`config.mk`:
```
export PLATFORM = sky130hd
export DESIGN_NAME = exc_sequencer_flat
export DESIGN_NICKNAME = d
export VERILOG_FILES = /design/src/rtl/exc_sequencer_pkg.sv /design/src/rtl/exc_sequencer_if.sv /design/src/rtl/exc_prio_arb.sv /design/src/rtl/exc_sequencer.sv /design/src/flat_wrapper.sv
export SDC_FILE = /design/constraint.sdc
export NUM_CORES = 1
export LEC_CHECK = 0
export BUFFER_PORTS_ARGS = -buffer_cell sky130_fd_sc_hd__buf_2
export CORE_MARGIN = 5
export CORE_UTILIZATION = 30
export CTS_BUF_LIST = sky130_fd_sc_hd__clkbuf_4 sky130_fd_sc_hd__clkbuf_8
export DETAILED_ROUTE_END_ITERATION = 6
export SLEW_MARGIN = 0
export SYNTH_ARGS = -nofsm -noshare
export SYNTH_HDL_FRONTEND = slang
export SYNTH_SLANG_ARGS = --single-unit
```
`constraint.sdc`:
```
create_clock -name clk -period 2.4 [get_ports clk]
set_input_delay 0.24 -clock clk [delete_from_list [all_inputs] [get_ports clk]]
set_output_delay 0.24 -clock clk [all_outputs]
set_load 0.05 [all_outputs]
```
`src/rtl/exc_sequencer_pkg.sv`:
```
// Shared definitions for the exception entry/return sequencer.
// Holds the FSM state codes, the exception target type, the CPSR bank
// strobe encodings, the vector offsets and the CPSR mask bit positions,
// plus small helpers that map a target to its encodings.
package exc_sequencer_pkg;

  // FSM state codes
  localparam logic [2:0] ST_IDLE   = 3'd0;
  localparam logic [2:0] ST_SAVE   = 3'd1;
  localparam logic [2:0] ST_SWITCH = 3'd2;
  localparam logic [2:0] ST_LINK   = 3'd3;
  localparam logic [2:0] ST_RETURN = 3'd4;

  typedef enum logic [1:0] {
    ExcFiq,
    ExcIrq,
    ExcUnd,
    ExcSvc
  } exc_e;

  // Change_M encodings
  localparam logic [2:0] CM_CUR = 3'd0;
  localparam logic [2:0] CM_FIQ = 3'd1;
  localparam logic [2:0] CM_IRQ = 3'd2;
  localparam logic [2:0] CM_SVC = 3'd3;
  localparam logic [2:0] CM_UND = 3'd4;

  // W_CPSR_s encodings (CS_NEW is reserved by the bank, never driven here)
  localparam logic [2:0] CS_SPSR = 3'd0;
  localparam logic [2:0] CS_NEW  = 3'd1;
  localparam logic [2:0] CS_IRQ  = 3'd2;
  localparam logic [2:0] CS_FIQ  = 3'd3;
  localparam logic [2:0] CS_SVC  = 3'd4;
  localparam logic [2:0] CS_UND  = 3'd5;

  // Vector offsets from the vector base
  localparam logic [31:0] VEC_UND = 32'h0000_0004;
  localparam logic [31:0] VEC_SVC = 32'h0000_0008;
  localparam logic [31:0] VEC_IRQ = 32'h0000_0018;
  localparam logic [31:0] VEC_FIQ = 32'h0000_001C;

  // CPSR mask bits
  localparam int unsigned I_BIT = 7;
  localparam int unsigned F_BIT = 6;

  function automatic logic [2:0] cm_code(exc_e e);
    logic [2:0] r;
    r = CM_FIQ;
    unique case (e)
      ExcFiq: r = CM_FIQ;
      ExcIrq: r = CM_IRQ;
      ExcUnd: r = CM_UND;
      ExcSvc: r = CM_SVC;
    endcase
    return r;
  endfunction

  function automatic logic [2:0] cs_code(exc_e e);
    logic [2:0] r;
    r = CS_FIQ;
    unique case (e)
      ExcFiq: r = CS_FIQ;
      ExcIrq: r = CS_IRQ;
      ExcUnd: r = CS_UND;
      ExcSvc: r = CS_SVC;
    endcase
    return r;
  endfunction

  function automatic logic [31:0] vec_ofs(exc_e e);
    logic [31:0] r;
    r = VEC_FIQ;
    unique case (e)
      ExcFiq: r = VEC_FIQ;
      ExcIrq: r = VEC_IRQ;
      ExcUnd: r = VEC_UND;
      ExcSvc: r = VEC_SVC;
    endcase
    return r;
  endfunction

endpackage

```
`src/rtl/exc_sequencer_if.sv`:
```
// Bundle between the core control unit, the exception sequencer and the
// CPSR bank. Requests/addresses flow into the sequencer; bank strobes,
// LR/PC writes, stall and exc_ack flow out of it.
//   master : the sequencer side (requests in, strobes out)
//   slave  : the core/bank side (requests out, strobes in)
interface exc_sequencer_if;
  logic        irq;
  logic        fiq;
  logic        swi_req;
  logic        und_req;
  logic        eret_req;
  logic [31:0] eret_target;
  logic        inst_boundary;
  logic [31:0] ret_addr;
  logic [31:0] cpsr_i;
  logic        stall;
  logic [2:0]  Change_M;
  logic        W_SPSR_s;
  logic        Write_SPSR;
  logic [2:0]  W_CPSR_s;
  logic        Write_CPSR;
  logic        lr_we;
  logic [31:0] lr_data;
  logic        pc_we;
  logic [31:0] pc_data;
  logic        exc_ack;

  modport master (
    input  irq, fiq, swi_req, und_req, eret_req, eret_target, inst_boundary, ret_addr, cpsr_i,
    output stall, Change_M, W_SPSR_s, Write_SPSR, W_CPSR_s, Write_CPSR, lr_we, lr_data, pc_we,
           pc_data, exc_ack
  );

  modport slave (
    output irq, fiq, swi_req, und_req, eret_req, eret_target, inst_boundary, ret_addr, cpsr_i,
    input  stall, Change_M, W_SPSR_s, Write_SPSR, W_CPSR_s, Write_CPSR, lr_we, lr_data, pc_we,
           pc_data, exc_ack
  );
endinterface

```
`src/rtl/exc_prio_arb.sv`:
```
// Combinational priority/mask arbiter for pending exceptions.
// Ports: fiq/irq live requests, f_mask/i_mask CPSR mask bits, und_pend/swi_pend
// sticky flags; valid = something is eligible, target = winner.
// Priority FIQ > IRQ > UND > SVC.
module exc_prio_arb
  import exc_sequencer_pkg::*;
(
  input  logic fiq,
  input  logic irq,
  input  logic f_mask,
  input  logic i_mask,
  input  logic und_pend,
  input  logic swi_pend,
  output logic valid,
  output exc_e target
);

  always_comb begin
    valid  = 1'b1;
    target = ExcFiq;
    if (fiq && !f_mask) begin
      target = ExcFiq;
    end else if (irq && !i_mask) begin
      target = ExcIrq;
    end else if (und_pend) begin
      target = ExcUnd;
    end else if (swi_pend) begin
      target = ExcSvc;
    end else begin
      valid = 1'b0;
    end
  end

endmodule

```
`src/rtl/exc_sequencer.sv`:
```
// Exception entry/return sequencer for the CPSR/SPSR bank.
// Ports: clk, rst (synchronous, active-high), bus (exc_sequencer_if.master).
// Entry: IDLE -> SAVE (CPSR->SPSR) -> SWITCH (new CPSR) -> LINK (LR/PC write).
// Return: IDLE -> RETURN (SPSR->CPSR, PC = eret_target).
// Outputs decode registered state only, so they are settled before the
// bank's falling-edge write; rst forces them low in the same cycle.
module exc_sequencer
  import exc_sequencer_pkg::*;
#(
  parameter logic [31:0] VEC_BASE   = 32'h0000_0000,
  parameter logic [31:0] IRQ_LR_OFS = 32'd4
) (
  input logic             clk,
  input logic             rst,
  exc_sequencer_if.master bus
);

  logic [2:0]  state_q, state_d;
  exc_e        tgt_q, tgt_d;
  logic [31:0] addr_q, addr_d;  // ret_addr on entry, eret_target on return
  logic        swi_pend_q, swi_pend_d;
  logic        und_pend_q, und_pend_d;
  logic        arb_valid;
  exc_e        arb_tgt;
  logic        take_ret, take_exc;
  logic        unused_cpsr;

  assign unused_cpsr = ^{bus.cpsr_i[31:8], bus.cpsr_i[5:0]};

  exc_prio_arb u_arb (
    .fiq      (bus.fiq),
    .irq      (bus.irq),
    .f_mask   (bus.cpsr_i[F_BIT]),
    .i_mask   (bus.cpsr_i[I_BIT]),
    .und_pend (und_pend_q),
    .swi_pend (swi_pend_q),
    .valid    (arb_valid),
    .target   (arb_tgt)
  );

  always_comb begin
    take_ret = (state_q == ST_IDLE) && bus.inst_boundary && bus.eret_req;
    take_exc = (state_q == ST_IDLE) && bus.inst_boundary && !bus.eret_req && arb_valid;
    state_d  = state_q;
    tgt_d    = tgt_q;
    addr_d   = addr_q;
    case (state_q)
      ST_IDLE: begin
        if (take_ret) begin
          state_d = ST_RETURN;
          addr_d  = bus.eret_target;
        end else if (take_exc) begin
          state_d = ST_SAVE;
          tgt_d   = arb_tgt;
          addr_d  = bus.ret_addr;
        end
      end
      ST_SAVE:   state_d = ST_SWITCH;
      ST_SWITCH: state_d = ST_LINK;
      ST_LINK:   state_d = ST_IDLE;
      ST_RETURN: state_d = ST_IDLE;
      default:   state_d = ST_IDLE;
    endcase
    // A new pulse in the same cycle the old one is taken stays pending.
    swi_pend_d = bus.swi_req | (swi_pend_q & ~(take_exc && (arb_tgt == ExcSvc)));
    und_pend_d = bus.und_req | (und_pend_q & ~(take_exc && (arb_tgt == ExcUnd)));
  end

  always_ff @(posedge clk) begin
    if (rst) begin
      state_q    <= ST_IDLE;
      tgt_q      <= ExcFiq;
      addr_q     <= 32'h0;
      swi_pend_q <= 1'b0;
      und_pend_q <= 1'b0;
    end else begin
      state_q    <= state_d;
      tgt_q      <= tgt_d;
      addr_q     <= addr_d;
      swi_pend_q <= swi_pend_d;
      und_pend_q <= und_pend_d;
    end
  end

  always_comb begin
    bus.stall      = 1'b0;
    bus.Change_M   = CM_CUR;
    bus.W_SPSR_s   = 1'b0;
    bus.Write_SPSR = 1'b0;
    bus.W_CPSR_s   = CS_SPSR;
    bus.Write_CPSR = 1'b0;
    bus.lr_we      = 1'b0;
    bus.lr_data    = 32'h0;
    bus.pc_we      = 1'b0;
    bus.pc_data    = 32'h0;
    bus.exc_ack    = 1'b0;
    if (!rst) begin
      case (state_q)
        ST_SAVE: begin
          bus.stall      = 1'b1;
          bus.Change_M   = cm_code(tgt_q);
          bus.W_SPSR_s   = 1'b1;
          bus.Write_SPSR = 1'b1;
        end
        ST_SWITCH: begin
          bus.stall      = 1'b1;
          bus.Change_M   = cm_code(tgt_q);
          bus.W_CPSR_s   = cs_code(tgt_q);
          bus.Write_CPSR = 1'b1;
        end
        ST_LINK: begin
          bus.stall   = 1'b1;
          bus.lr_we   = 1'b1;
          bus.lr_data = addr_q +
                        (((tgt_q == ExcFiq) || (tgt_q == ExcIrq)) ? IRQ_LR_OFS : 32'h0);
          bus.pc_we   = 1'b1;
          bus.pc_data = VEC_BASE + vec_ofs(tgt_q);
          bus.exc_ack = 1'b1;
        end
        ST_RETURN: begin
          bus.stall      = 1'b1;
          bus.W_CPSR_s   = CS_SPSR;
          bus.Write_CPSR = 1'b1;
          bus.pc_we      = 1'b1;
          bus.pc_data    = addr_q;
        end
        default: ;
      endcase
    end
  end

endmodule

```
`src/flat_wrapper.sv`:
```
// flat-port wrapper written by rule: the top's interface ports become plain ports
module exc_sequencer_flat import exc_sequencer_pkg::*;
#(
  parameter logic [31:0] VEC_BASE   = 32'h0000_0000,
  parameter logic [31:0] IRQ_LR_OFS = 32'd4
)
  (clk, rst, bus_irq, bus_fiq, bus_swi_req, bus_und_req, bus_eret_req, bus_eret_target, bus_inst_boundary, bus_ret_addr, bus_cpsr_i, bus_stall, bus_Change_M, bus_W_SPSR_s, bus_Write_SPSR, bus_W_CPSR_s, bus_Write_CPSR, bus_lr_we, bus_lr_data, bus_pc_we, bus_pc_data, bus_exc_ack);
  exc_sequencer_if bus_i ();
  input logic clk;
  input logic rst;
  input wire logic [$bits(bus_i.irq)-1:0] bus_irq;
  input wire logic [$bits(bus_i.fiq)-1:0] bus_fiq;
  input wire logic [$bits(bus_i.swi_req)-1:0] bus_swi_req;
  input wire logic [$bits(bus_i.und_req)-1:0] bus_und_req;
  input wire logic [$bits(bus_i.eret_req)-1:0] bus_eret_req;
  input wire logic [$bits(bus_i.eret_target)-1:0] bus_eret_target;
  input wire logic [$bits(bus_i.inst_boundary)-1:0] bus_inst_boundary;
  input wire logic [$bits(bus_i.ret_addr)-1:0] bus_ret_addr;
  input wire logic [$bits(bus_i.cpsr_i)-1:0] bus_cpsr_i;
  output wire logic [$bits(bus_i.stall)-1:0] bus_stall;
  output wire logic [$bits(bus_i.Change_M)-1:0] bus_Change_M;
  output wire logic [$bits(bus_i.W_SPSR_s)-1:0] bus_W_SPSR_s;
  output wire logic [$bits(bus_i.Write_SPSR)-1:0] bus_Write_SPSR;
  output wire logic [$bits(bus_i.W_CPSR_s)-1:0] bus_W_CPSR_s;
  output wire logic [$bits(bus_i.Write_CPSR)-1:0] bus_Write_CPSR;
  output wire logic [$bits(bus_i.lr_we)-1:0] bus_lr_we;
  output wire logic [$bits(bus_i.lr_data)-1:0] bus_lr_data;
  output wire logic [$bits(bus_i.pc_we)-1:0] bus_pc_we;
  output wire logic [$bits(bus_i.pc_data)-1:0] bus_pc_data;
  output wire logic [$bits(bus_i.exc_ack)-1:0] bus_exc_ack;
  assign bus_i.irq = bus_irq;
  assign bus_i.fiq = bus_fiq;
  assign bus_i.swi_req = bus_swi_req;
  assign bus_i.und_req = bus_und_req;
  assign bus_i.eret_req = bus_eret_req;
  assign bus_i.eret_target = bus_eret_target;
  assign bus_i.inst_boundary = bus_inst_boundary;
  assign bus_i.ret_addr = bus_ret_addr;
  assign bus_i.cpsr_i = bus_cpsr_i;
  assign bus_stall = bus_i.stall;
  assign bus_Change_M = bus_i.Change_M;
  assign bus_W_SPSR_s = bus_i.W_SPSR_s;
  assign bus_Write_SPSR = bus_i.Write_SPSR;
  assign bus_W_CPSR_s = bus_i.W_CPSR_s;
  assign bus_Write_CPSR = bus_i.Write_CPSR;
  assign bus_lr_we = bus_i.lr_we;
  assign bus_lr_data = bus_i.lr_data;
  assign bus_pc_we = bus_i.pc_we;
  assign bus_pc_data = bus_i.pc_data;
  assign bus_exc_ack = bus_i.exc_ack;
  exc_sequencer #(.VEC_BASE(VEC_BASE), .IRQ_LR_OFS(IRQ_LR_OFS)) u_core (.clk(clk), .rst(rst), .bus(bus_i));
endmodule
```
==> run metrics, run 1 <==
Placer Congestion=roughly 0.87; fraction of the cycle the final worst path needs=122%; Total GRT Usage=between 10% and 20%; placed inst area=~4400 um2; failing checks=setup timing; first-pass GRT wire length=around 17 mm; GR Overflow Total=0; FFs w/ async S/R, synth=0%; Tightest Hold Check Type=in -> reg; final hold viol count=0; vias per inst=approximately 4.9; Slew @ Worst Pin=between 0.6 and 0.7 ns; Worst path depth=12; largest net degree at the start of global routing=65; DR vias=around 3400; Worst-Skew Late Latency=slightly below 0.3 ns; number of flops mapped to enable cells by yosys=0; I/O pins=about 180; syn_area_per_cell=between 7 and 8 um2; Core Box Area=between 9000 and 10000 um2; antenna violations before repair=0; post-synthesis sequential area ratio=27.1%; worst-path cell chain=inv_4, ha_4, nor2_2, inv_2, ha_4, buf_6, nand4_1, buf_4, or4_4, or4_4, a21oi_4, buf_6; Setup Crit Path Kind=reg -> out; register bit total from synthesis=39; pwr/cell area=about 430 nW/um2; clock sink total=39; final layout net count=about 680; Syn-to-layout area delta=71.0%; type of origin of the critical path=flip-flop; Fill cells=just over 900; outcome=finished with violations; Synth cell types=36; crit end category=output port; CTS tree=done; die height=approximately 110 um; iteration-0 DRC count of the detailed router=54; Syn Std Cell Area=2890 um2; CP Buf/Inv Count=5; H-tree depth=2; post-DP HPWL=around 8.0 mm; RR Endpoint=u_core.tgt_q[1]; ratio of cells with drive above 1 in the final layout=about half; Design Area, Final=between 4000 and 5000 um2; drt wl/cell=15.3 um; ANT cells=0; fmax=between 300 and 400 MHz; Synth Warn #=0; vias in the first global route=approximately 3500; syn nets=slightly below 500; Worst Setup EP=bus_lr_data[31]; unrepaired setup endpoints after global routing=yes; Worst path max stage delay=around 0.44 ns; Crit-path slowest cell=or4_4; crit path DAT=2.68 ns; total power=~2.1 mW; VDD IR max=approximately 230 uV; Die Span X=~110 um; DRT antenna net count=0; critical path required time=roughly 2.2 ns; cell count after synthesis=376; reg2reg setup slack=around 0.34 ns; worst r2r src=u_core.state_q[0]; start point of the critical path=u_core.tgt_q[0]; die area=between 10000 and 15000 um2; Reg clk slew, reported paths=roughly 0.080 ns; Slew headroom=around 59%; min Tclk post-route=a little under 3 ns; 1st-pass router iterations=4; final-report setup violation count=20; Row Count=35; ys flop type=dfxtp_1; Worst Path Max Fanout=3; final wirelength=around 11 mm; Leakage=2.22 nW; maxcap violations=0; R2R depth=4; skew final=approximately 0.0063 ns; Root Buffer=clkbuf_8; cell family with most CP delay=simple AND/OR/NAND/NOR gates; DRC Markers=0; # port buffers=150; total CTS buffers=5; Slew Limit Fails=0; final worst slack=-0.517 ns; Starting Density=30.9%; CTS Buffer Depth=2
==> cell type report <==
type                            instances  area [um2]  share of cell area, %
Multi-Input combinational cell        298        2360                   47.9
Timing Repair Buffer                  214        1440                   29.1
Sequential cell                        39         786                   15.9
Tap cell                              129         161                   3.27
Clock buffer                            6        76.3                   1.55
Clock inverter                          2        60.1                   1.22
Inverter                               12        50.0                   1.01
==> registers in the layout, indices dropped and copies added (netlist names) <==
| name | cells |
|---|---|
| u_core.addr_q | 32 |
| u_core.state_q | 3 |
| u_core.tgt_q | 2 |
| u_core.swi_pend_q | 1 |
| u_core.und_pend_q | 1 |
==> repair_timing <==
item                                    in CTS  in global routing
endpoints found under the setup margin      25                 27
resized for setup                           65                 23
pin swaps                                    9                 16
buffers inserted                             6                  4
hold buffers                                 0                  0
gates cloned                                 1                  1
==> routing by layer <==
metal	vias to the layer above	wire (um)	global-route usage (%)
met3	2	626	2.99
met2	104	5250	31.3
met4	0	53	3.43
met5	-	0	0
li1	1734	-	-
met1	1592	4790	23.5
==> cell families after synthesis <==
logic type / count (synthesis) / share of synthesized area, %
compound gates: 77 / 17.5
xor+xnor: 13 / 3.95
fa+ha+maj: 8 / 3.47
buf+inv: 40 / 5.77
flops: 39 / 27.1
mux: 32 / 11.1
simple gates: 167 / 31.1
==> synthesized netlist by cell type (all sizes together), types with 3 or more instances <==
cell    count  area share [%]
a211oi     32             8.3
a21oi      19             3.3
and2       33             7.2
and3        3            0.65
buf        10             1.9
clkbuf     18             2.3
dfxtp      39              27
ha          8             3.5
inv        12             1.6
mux2i      32              11
nand2      10             1.3
nand2b      6             1.3
nand3      14             2.9
nand4       7             1.7
nor2       58             7.5
nor3        6             1.0
nor4        3            0.65
o21a        3            0.78
o21ai      15             2.6
o31ai       4             1.0
or3        10             2.2
or4         9             2.3
xnor2       8             2.4
xor2        5             1.5
==> worst reg2reg max path: cells and delay by family (launching register included) <==
| family | cells | cell delay (ns) |
|---|---|---|
| and+or+nand+nor | 2 | 0.84 |
| AOI/OAI and AO/OA | 2 | 0.78 |
| DFF | 1 | 0.37 |
==> placed cells by master, fill, tap and decap left out, types with 3 or more instances in the layout <==
| cell type | n |
|---|---|
| nand2_1 | 10 |
| buf_4 | 59 |
| or3_4 | 9 |
| buf_2 | 124 |
| mux2i_1 | 32 |
| ha_1 | 3 |
| nor2_1 | 55 |
| xnor2_1 | 7 |
| nor3_1 | 3 |
| nand2b_1 | 6 |
| nand3_2 | 3 |
| dfxtp_1 | 37 |
| a21oi_1 | 5 |
| xor2_1 | 5 |
| ha_4 | 5 |
| o31ai_1 | 3 |
| clkbuf_8 | 5 |
| nand4_1 | 6 |
| nand3_1 | 10 |
| o21ai_0 | 13 |
| or4_4 | 10 |
| a21oi_4 | 13 |
| a211oi_1 | 32 |
| inv_1 | 9 |
| and2_1 | 33 |
| buf_6 | 27 |
| o21a_1 | 3 |
==> per-stage QoR <==
| stage | setup TNS, ns | util [%] | setup slack [ns] | hold WS [ns] | instances |
|---|---|---|---|---|---|
| global placement | -2.07 | 47.6 | -0.234 | 0.453 | 684 |
| floorplan | -1.55 | - | -0.214 | 0.357 | 376 |
| finish | -6.85 | 52.9 | -0.517 | 0.173 | 700 |
| detailed placement | -2.82 | 47.6 | -0.276 | 0.482 | 684 |
| CTS | -8.12 | 51.9 | -0.488 | 0.166 | 698 |
| global route | -9.01 | 52.9 | -0.608 | 0.158 | 700 |
==> power breakdown <==
part	switching [mW]	total [mW]	internal, mW
Combinational	0.358	0.657	0.299
Sequential	0.0665	0.785	0.719
Clock	0.239	0.666	0.427
==> how the worst min path moves through the flow <==
stage,startpoint,to,slack (ns),depth (start not counted)
6_report,bus_und_req,u_core.und_pend_q,0.17,3
5_1_grt,bus_und_req,u_core.und_pend_q,0.16,3
4_1_cts,bus_und_req,u_core.und_pend_q,0.17,3
3_5_place_dp,bus_und_req,u_core.und_pend_q,0.48,3
3_3_place_gp,bus_und_req,u_core.und_pend_q,0.45,3
2_1_floorplan,bus_und_req,u_core.und_pend_q,0.36,2
Power figures use the tool's default switching activity.
==> inputs of run 2 (changes only) <==
--- a/config.mk
+++ b/config.mk
@@ -8,7 +8,7 @@
 export BUFFER_PORTS_ARGS = -buffer_cell sky130_fd_sc_hd__buf_2
 export CORE_MARGIN = 5
 export CORE_UTILIZATION = 30
-export CTS_BUF_LIST = sky130_fd_sc_hd__clkbuf_4 sky130_fd_sc_hd__clkbuf_8
+export CTS_BUF_LIST = sky130_fd_sc_hd__clkbuf_8
 export DETAILED_ROUTE_END_ITERATION = 6
 export SLEW_MARGIN = 0
 export SYNTH_ARGS = -nofsm -noshare
==> run metrics, run 2 (same netlist as run 1, synthesis figures left out) <==
Root Buffer=clkbuf_8; met3 Use GR=~3%; critical path required time=roughly 2.2 ns; reg2reg setup slack=approximately 0.34 ns; Hold Path Depth=3; total power=roughly 2.1 mW; Row Count=35; antenna violations before repair=0; die area=11700 um2; Finished Core Util=between 50 and 60%; Leakage=2.22 nW; GRT busiest layer=met2; total CTS buffers=5; R2R depth=4; largest net degree at the start of global routing=between 60 and 70; Slew @ Worst Pin=between 0.6 and 0.7 ns; placed insts=between 600 and 700; hold_sp=bus_und_req; final wirelength=10.7 mm; drt wl/cell=between 15 and 20 um; crit end category=output port; worst-path cell chain=inv_4, ha_4, nor2_2, inv_2, ha_4, buf_6, nand4_1, buf_4, or4_4, or4_4, a21oi_4, buf_6; Core Box Area=roughly 9300 um2; DR vias=3435; clock sink total=39; outcome=finished with violations; Starting Density=about 31%; met1 Resource Use GR=a little under a quarter; fraction of the cycle the final worst path needs=122%; Slew headroom=about three fifths; DRC Markers=0; DRT antenna net count=0; type of origin of the critical path=flip-flop; failing checks=setup timing; Syn-to-layout area delta=70.9%; most frequent cells in the layout=buf_2, buf_4, nor2_1; Worst path max stage delay=0.44 ns; # hold bufs at CTS=0; Worst Path Max Fanout=3; Crit-path slowest cell=or4_4; vias per inst=4.91; maxcap violations=0; hold endpoint=u_core.und_pend_q; Tightest Hold Check Type=in -> reg; final worst slack=-0.518 ns; CTS tree=done; VDD IR max=around 230 uV; first-pass GRT wire length=17.0 mm; H-tree depth=2; crit path DAT=2.68 ns; unrepaired setup endpoints after global routing=yes; Largest regs=u_core.addr_q x32, u_core.state_q x3, u_core.tgt_q x2; iteration-0 DRC count of the detailed router=59; fmax=~340 MHz; non-filler cells, final=700; ratio of cells with drive above 1 in the final layout=49.6%; Slew Limit Fails=0; final layout net count=~700; Setup Crit Path Kind=reg -> out; 1st-pass router iterations=4; pwr/cell area=between 400 and 500 nW/um2; post-DP HPWL=~8.0 mm; final hold viol count=0; met2 Usage GRT=31.4%; most flop-heavy register=u_core.addr_q; Die Span X=approximately 110 um; final-report setup violation count=19; ANT cells=0; max reg flops=32; worst r2r src=u_core.state_q[0]; CTS Buffer Depth=2; I/O pins=between 150 and 200; # port buffers=150; Fill cells=between 900 and 1000; Worst-Skew Late Latency=around 0.29 ns; commonest non-fill, non-tap cell in the layout=buf_2; GR Overflow Total=0; skew final=around 0.0053 ns; Total GRT Usage=~18%; RR Endpoint=u_core.tgt_q[1]; vias in the first global route=roughly 3500; Reg clk slew, reported paths=0.08 ns; die height=about 110 um; min Tclk post-route=about 2.9 ns; Placer Congestion=roughly 0.87
run 2: cell types whose count changed in the layout (fill, tap and decap cells not counted), sizes merged:
cell    before  now
clkbuf       6    5
inv         12   13
run 2: power by group:
part	switching [mW]	internal (mW)	leakage [nW]
clock network	0.238	0.412	0.0695
logic	0.358	0.299	1.82
registers	0.0667	0.719	0.324
run 2: worst max-delay path, delay by kind of cell (launching register included):
kind	cells	cell delay [ns]
simple gates	4	1.02
buf+inv	5	0.57
flops	1	0.37
fa+ha+maj	2	0.27
compound gates	1	0.15
run 2: how the worst max path moves through the flow:
stage	start	end	slack, ns	cells after the start
after detailed placement	u_core.tgt_q[1]	bus_lr_data[24]	-0.28	12
after CTS	u_core.tgt_q[1]	bus_lr_data[27]	-0.49	11
after floorplan	u_core.tgt_q[1]	bus_lr_data[30]	-0.21	11
after global placement	u_core.tgt_q[1]	bus_lr_data[24]	-0.23	12
final	u_core.tgt_q[0]	bus_lr_data[31]	-0.52	12
after global routing	u_core.tgt_q[1]	bus_lr_data[31]	-0.61	12
run 2: per-layer routing:
layer,wire (um),up-vias
li1,-,1729
met1,4830,1600
met2,5280,104
met3,584,2
met4,53,0
met5,0,-
run 2: layout make-up:
cell class	instances	area [um2]	area share, %
multi-input cells	298	2360	47.9
repair buffers	214	1440	29.2
flip-flops and latches	39	786	15.9
well taps	129	161	3.27
clock buffers	5	68.8	1.40
clock inverters	3	63.8	1.29
inverters	12	50.0	1.01
run 2: stage by stage:
step           instance area, um2  setup TNS (ns)  hold WS, ns  setup slack, ns
5_1_grt                      4930           -9.01        0.158           -0.608
2_1_floorplan                3180           -1.55        0.357           -0.214
4_1_cts                      4840           -8.12        0.166           -0.488
6_report                     4930           -6.84        0.174           -0.518
3_5_place_dp                 4440           -2.82        0.482           -0.276
3_3_place_gp                 4440           -2.07        0.453           -0.234
run 2: repair_timing:
| item | 4_1_cts | 5_1_grt |
|---|---|---|
| endpoints found under the setup margin | 25 | 27 |
| pin swaps | 9 | 16 |
| gates cloned | 1 | 1 |
| endpoints found under the hold margin | 0 | 0 |
| gates resized for setup | 65 | 23 |
| setup buffers | 6 | 4 |
